--- config.mk ---
export PLATFORM = sky130hd
export DESIGN_NAME = note_sequencer
export DESIGN_NICKNAME = d
export VERILOG_FILES = /design/src/rtl/synth_pkg.sv /design/src/rtl/tick_prescaler.sv /design/src/rtl/note_sequencer.sv
export SDC_FILE = /design/constraint.sdc
export NUM_CORES = 1
export LEC_CHECK = 0
export ABC_AREA = 1
export CORE_MARGIN = 4
export CORE_UTILIZATION = 53
export CTS_CLUSTER_DIAMETER = 80
export DETAILED_ROUTE_END_ITERATION = 8
export PLACE_DENSITY = 0.74
export SETUP_SLACK_MARGIN = 0.1
export SLEW_MARGIN = 25
export SYNTH_ARGS = -nofsm -noshare
export SYNTH_HDL_FRONTEND = slang
export SYNTH_SLANG_ARGS = --single-unit
export TNS_END_PERCENT = 30
--- constraint.sdc ---
create_clock -name clk -period 4.1 [get_ports clk]
set_input_delay 0.82 -clock clk [delete_from_list [all_inputs] [get_ports clk]]
set_output_delay 0.82 -clock clk [all_outputs]
set_load 0.05 [all_outputs]
--- src/rtl/synth_pkg.sv ---
// Shared types and constants for the sound-synth blocks.
// LFSR helpers are only used by note_sequencer when NOTE_SEQ_RANDOM_EN is defined.
package synth_pkg;

  localparam int FREQ_BITS_DEFAULT = 4;

  typedef enum logic {
    IDLE = 1'b0,
    PLAY = 1'b1
  } seq_state_t;

  typedef struct packed {
    logic                         rest;
    logic [FREQ_BITS_DEFAULT-1:0] note;
  } seq_step_t;

  // Default 8-bit LFSR (STEPS=8): x^8+x^6+x^5+x^4+1, Fibonacci, shift-left.
  localparam logic [7:0] LFSR_TAPS_8 = 8'hB8;
  localparam logic [7:0] LFSR_SEED_8 = 8'hFE;

  function automatic logic [15:0] lfsr_taps(input int width);
    case (width)
      6:       return 16'h0030;
      7:       return 16'h0060;
      9:       return 16'h0110;
      default: return {8'h00, LFSR_TAPS_8};
    endcase
  endfunction

  function automatic logic [15:0] lfsr_seed(input int width);
    return 16'((32'd1 << width) - 32'd2);
  endfunction

  // Gate is open while the tick count is below (gate_len+1)*(tempo+1);
  // gate_len=3 means the whole step, which also covers the 64-tick case.
  function automatic logic gate_open(input logic [5:0] tis, input logic [3:0] tp,
                                     input logic [1:0] gl);
    logic [5:0] thr;
    thr = ({4'b0, gl} + 6'd1) * ({2'b0, tp} + 6'd1);
    return (gl == 2'd3) || (tis < thr);
  endfunction

endpackage

--- src/rtl/tick_prescaler.sv ---
// Free-running divider: pulses tick for one cycle every TICK_DIV enabled cycles.
module tick_prescaler #(
  parameter int TICK_DIV = 10000
) (
  input  logic clk,
  input  logic rst_n,
  input  logic en,
  input  logic clr,
  output logic tick
);
  localparam int CW = (TICK_DIV > 1) ? $clog2(TICK_DIV) : 1;
  localparam logic [CW-1:0] LAST = CW'(TICK_DIV - 1);

  logic [CW-1:0] count_reg;

  assign tick = en && (count_reg == LAST);

  always_ff @(posedge clk) begin
    if (!rst_n || clr) begin
      count_reg <= '0;
    end else if (en) begin
      count_reg <= tick ? '0 : count_reg + CW'(1);
    end
  end

endmodule

--- src/rtl/note_sequencer.sv ---
// Programmable step sequencer driving tone_freq_bin and the envelope gate (hold).
// Define NOTE_SEQ_RANDOM_EN to add LFSR-driven random step order (mode_random).
module note_sequencer
  import synth_pkg::*;
#(
  parameter int STEPS     = 8,
  parameter int FREQ_BITS = FREQ_BITS_DEFAULT,
  parameter int TICK_DIV  = 10000
) (
  input  logic                     clk,
  input  logic                     rst_n,
  input  logic                     run,
  input  logic [3:0]               tempo,
  input  logic [1:0]               gate_len,
  input  logic                     mode_random,
  input  logic                     wr_en,
  input  logic [$clog2(STEPS)-1:0] wr_addr,
  input  logic [FREQ_BITS-1:0]     wr_note,
  input  logic                     wr_rest,
  output logic [FREQ_BITS-1:0]     tone_freq_bin,
  output logic                     hold,
  output logic [$clog2(STEPS)-1:0] step_idx,
  output logic                     step_strobe
);
  localparam int SW = $clog2(STEPS);

  typedef struct packed {
    logic                 rest;
    logic [FREQ_BITS-1:0] note;
  } entry_t;

  seq_state_t           state_reg, state_next;
  entry_t               pattern_reg [STEPS];
  entry_t               fetched;
  logic                 tick, start, boundary, step_start;
  logic [SW-1:0]        next_step;
  logic [SW-1:0]        step_reg, step_next;
  logic [FREQ_BITS-1:0] tone_reg, tone_next;
  logic                 hold_reg, hold_next;
  logic                 strobe_reg, strobe_next;
  logic                 rest_reg, rest_next;
  logic [5:0]           tis_reg, tis_next;
  logic [3:0]           tempo_reg, tempo_next;
  logic [1:0]           gate_reg, gate_next;

  tick_prescaler #(.TICK_DIV(TICK_DIV)) u_prescaler (
    .clk  (clk),
    .rst_n(rst_n),
    .en   (state_reg == PLAY),
    .clr  (start),
    .tick (tick)
  );

  // Last tick of a step is 4*(tempo+1)-1 = {tempo, 2'b11}.
  assign start      = (state_reg == IDLE) && run;
  assign boundary   = (state_reg == PLAY) && run && tick && (tis_reg == {tempo_reg, 2'b11});
  assign step_start = start || boundary;

`ifdef NOTE_SEQ_RANDOM_EN
  localparam int LW = SW + 5;
  localparam logic [LW-1:0] LFSR_TAPS = LW'(lfsr_taps(LW));
  localparam logic [LW-1:0] LFSR_SEED = LW'(lfsr_seed(LW));

  logic [LW-1:0] lfsr_reg, lfsr_next, lfsr_shift;

  assign lfsr_shift = {lfsr_reg[LW-2:0], ^(lfsr_reg & LFSR_TAPS)};

  always_comb begin
    lfsr_next = lfsr_reg;
    if (start) begin
      lfsr_next = LFSR_SEED;
    end else if (boundary) begin
      lfsr_next = lfsr_shift;
    end
  end

  always_ff @(posedge clk) begin
    if (!rst_n) begin
      lfsr_reg <= LFSR_SEED;
    end else begin
      lfsr_reg <= lfsr_next;
    end
  end

  assign next_step = start ? '0 : (mode_random ? lfsr_shift[SW-1:0] : step_reg + SW'(1));
`else
  logic unused_mode_random;
  assign unused_mode_random = mode_random;
  assign next_step = start ? '0 : step_reg + SW'(1);
`endif

  // A write landing on the step being fetched is forwarded so it plays now.
  assign fetched = (wr_en && (wr_addr == next_step)) ? entry_t'{rest: wr_rest, note: wr_note}
                                                     : pattern_reg[next_step];

  always_ff @(posedge clk) begin
    if (!rst_n) begin
      for (int i = 0; i < STEPS; i++) begin
        pattern_reg[i] <= entry_t'{rest: 1'b1, note: '0};
      end
    end else if (wr_en) begin
      pattern_reg[wr_addr] <= entry_t'{rest: wr_rest, note: wr_note};
    end
  end

  always_comb begin
    state_next  = state_reg;
    step_next   = step_reg;
    tone_next   = tone_reg;
    rest_next   = rest_reg;
    tempo_next  = tempo_reg;
    gate_next   = gate_reg;
    tis_next    = tis_reg;
    strobe_next = 1'b0;
    case (state_reg)
      IDLE:    if (run)  state_next = PLAY;
      PLAY:    if (!run) state_next = IDLE;
      default: state_next = IDLE;
    endcase
    if (step_start) begin
      step_next   = next_step;
      tone_next   = fetched.note;
      rest_next   = fetched.rest;
      tempo_next  = tempo;
      gate_next   = gate_len;
      tis_next    = '0;
      strobe_next = 1'b1;
    end else if ((state_reg == PLAY) && run && tick) begin
      tis_next = tis_reg + 6'd1;
    end
    hold_next = (state_next == PLAY) && !rest_next && gate_open(tis_next, tempo_next, gate_next);
  end

  always_ff @(posedge clk) begin
    if (!rst_n) begin
      state_reg  <= IDLE;
      step_reg   <= '0;
      tone_reg   <= '0;
      rest_reg   <= 1'b1;
      tempo_reg  <= '0;
      gate_reg   <= '0;
      tis_reg    <= '0;
      hold_reg   <= 1'b0;
      strobe_reg <= 1'b0;
    end else begin
      state_reg  <= state_next;
      step_reg   <= step_next;
      tone_reg   <= tone_next;
      rest_reg   <= rest_next;
      tempo_reg  <= tempo_next;
      gate_reg   <= gate_next;
      tis_reg    <= tis_next;
      hold_reg   <= hold_next;
      strobe_reg <= strobe_next;
    end
  end

  assign tone_freq_bin = tone_reg;
  assign hold          = hold_reg;
  assign step_idx      = step_reg;
  assign step_strobe   = strobe_reg;

endmodule

==> out/metrics.yaml <==
grt_pass1_vias: 3723
syn-num-nets: 571
fin_util_pct: 68.7
gp_congestion: 0.864
worstPathRequired_ns: 4.35
syn_inst: 534
wl_mm: 9.95
fillCellCount: 645
seq_area_frac_synth_pct: 46.3
design_area_um2: 5310
finClkSkew_ns: 0.00794
area_delta_synth_final_pct: 26.5
fin_nets: 647
ys.flop_type: "edfxtp_1"
clk_latency_ns: 0.35
total_leakage_power_nw: 2.25
grt_use_total_pct: 21.9
largest_register_ffs: 40
worst_pin_slew_ns: 0.587
placedCellCount: 690
diodes: 0
drive_above_1_share_pct: 20.5
synth_area_per_cell_um2: 7.86
overflow: 0
hold_viol: 0
path_clk_slew_ns: 0.09
synthesis.yosys.warnings: 0
stdcell_count: 717
io_buffer_count: 26
syn_area_um2: 4200
synth.distinct_cells: 37
initial_core_util_pct: 54.3
die_x_um: 97.0
fin_crit_ns: 4.09
drt_first_iter_violations: 177
rsz0062_at_grt: "yes"
maxSlewViolCount: 0
async_reset_ff_share_pct: 0
pre_cts_slack_ns: -0.735
drc: 0
worstSetupStartpointType: "flop"
numCtsBuffers: 9
clock_sinks: 77
critPathSlowestCell: "fa_1"
p_per_area_nw_per_um2: 328
max-slew-margin-rel_pct: 60.8
cpPeakStageDelay_ns: 0.51
coreArea_um2: 7730
die_height_um: 97.0
setup_slack_ns: 0.0102
cap_violations: 0
ys_ff_latch: 77
hold_buffers: 0
cpLargestDelayFamily: "simple AND/OR/NAND/NOR gates"
setup_viol: 0
ir_drop_v: 0.000238
cts-root-buf: "clkbuf_8"
cp_num_buf_inv: 5
io_pins: 28
grt_max_degree: 23
worstPathMaxFanout: 6
num_vias: 3742
ant_nets: 0
die_area_um2: 9400
grt_pass1_wl_mm: 17.0
antenna_found_initial: 0
tns_ns: 0
rows: 32
wire_per_inst_um: 13.9
cts_tree: "built"
htree_num_levels: 3
crit_type: "flop to flop"
first_pass_iters: 5
crit_arrival_ns: 4.34
fmax_mhz: 245
status: "finished clean"
clockBufferDepth: 2
post-dp-hpwl_mm: 7.17
viasPerCell: 5.22
hold_path.class: "flop to flop"
end_kind: "flop"
synth_edf_count: 40
fin_crit_sh_pct: 99.8
placed_cell_area_um2: 4910
-- report_power, final --
group	internal [mW]	total, mW	leakage (nW)	switching, mW
Clock	0.228	0.533	0.0881	0.305
Combinational	0.142	0.349	1.47	0.208
Sequential	0.846	0.861	0.690	0.0151
-- cell type report --
type | instances | area, µm² | share of cell area (%)
Clock buffer | 9 | 124 | 2.33
Clock inverter | 7 | 57.6 | 1.08
Inverter | 82 | 320 | 6.03
Multi-Input combinational cell | 365 | 2100 | 39.6
Sequential cell | 77 | 1950 | 36.7
Tap cell | 102 | 128 | 2.40
Timing Repair Buffer | 75 | 629 | 11.9
-- cell usage in the layout (no fill, tap or decap), types with 3 or more instances in the layout --
cell and count:
nor4_1 3, o211ai_1 3, inv_2 6, dfxtp_1 32, edfxtp_1 40, nor2_1 99
ha_4 6, clkdlybuf4s50_1 25, clkbuf_8 9, nor3_1 3, ha_1 8, a21oi_2 3
nand2_1 84, o22ai_1 9, dfxtp_2 5, nand4_1 4, nor2_2 4, nand3_1 20
buf_4 49, a21oi_1 23, fa_1 4, xor2_1 8, o21ai_0 37, nand3_2 3
inv_1 73, nand2_2 13, nor2_4 3, nand2_4 6, o21bai_1 4
-- worst paths after layout --
kind	from	endpoint	slack (ns)	cells past startpoint
setup / recovery	u_prescaler.count_reg[0]	hold	0.01	32
hold / removal	u_prescaler.count_reg[13]	u_prescaler.count_reg[13]	0.49	2
setup reg to reg	u_prescaler.count_reg[0]	hold	0.01	32
hold reg to reg	u_prescaler.count_reg[13]	u_prescaler.count_reg[13]	0.49	2
-- cell families after synthesis --
logic type      Yosys count  share of synthesized area (%)
fa+ha+maj                18                           6.08
xor+xnor                 10                           2.09
mux                       1                          0.268
compound gates           89                           11.9
flops                    77                           46.3
simple gates            246                           24.8
buf+inv                  93                           8.59
-- tightest hold or removal path, delay by kind of cell, from the launching register on --
kind | cells | cell delay, ns
flops | 1 | 0.33
buf+inv | 1 | 0.06
compound gates | 1 | 0.06
-- routing by layer --
layer	GRT usage (%)	wire, µm	vias up	part of all wire [%]
met3	5.62	653	24	6.6
met1	26.7	4070	1705	41
met4	7.13	240	0	2.4
met5	0	0	-	0
met2	37.7	4980	132	50
li1	-	-	1881	-
-- through the flow --
stage,hold slack (ns),power [mW]
2_1_floorplan,0.438,1.09
3_3_place_gp,0.467,1.20
5_1_grt,0.530,1.84
4_1_cts,0.490,1.74
3_5_place_dp,0.475,1.21
6_report,0.489,1.74
-- cells in the mapped netlist, types with 3 or more instances --
| master | count | area (µm²) |
|---|---|---|
| o22ai_1 | 9 | 56.3 |
| o211ai_1 | 3 | 22.5 |
| nand3_1 | 23 | 115 |
| xor2_1 | 8 | 70.1 |
| edfxtp_1 | 40 | 1200 |
| inv_2 | 3 | 11.3 |
| clkbuf_1 | 7 | 26.3 |
| dfxtp_1 | 37 | 741 |
| a21oi_1 | 26 | 130 |
| inv_1 | 79 | 297 |
| o21bai_1 | 4 | 30.0 |
| nor2_1 | 102 | 383 |
| nand2_2 | 6 | 37.5 |
| o21ai_0 | 38 | 190 |
| a211oi_1 | 3 | 22.5 |
| fa_1 | 4 | 80.1 |
| nor4_1 | 3 | 18.8 |
| nand2_1 | 95 | 357 |
| ha_1 | 14 | 175 |
| nor3_1 | 3 | 15.0 |
| nand4_1 | 4 | 25.0 |
| buf_2 | 3 | 15.0 |
-- timing repair --
item	4_1_cts	5_1_grt
pin swaps	13	25
endpoints found under the setup margin	1	1
resized for setup	13	20
setup buffers	3	7
cloned	1	0
Power figures use the tool's default switching activity.
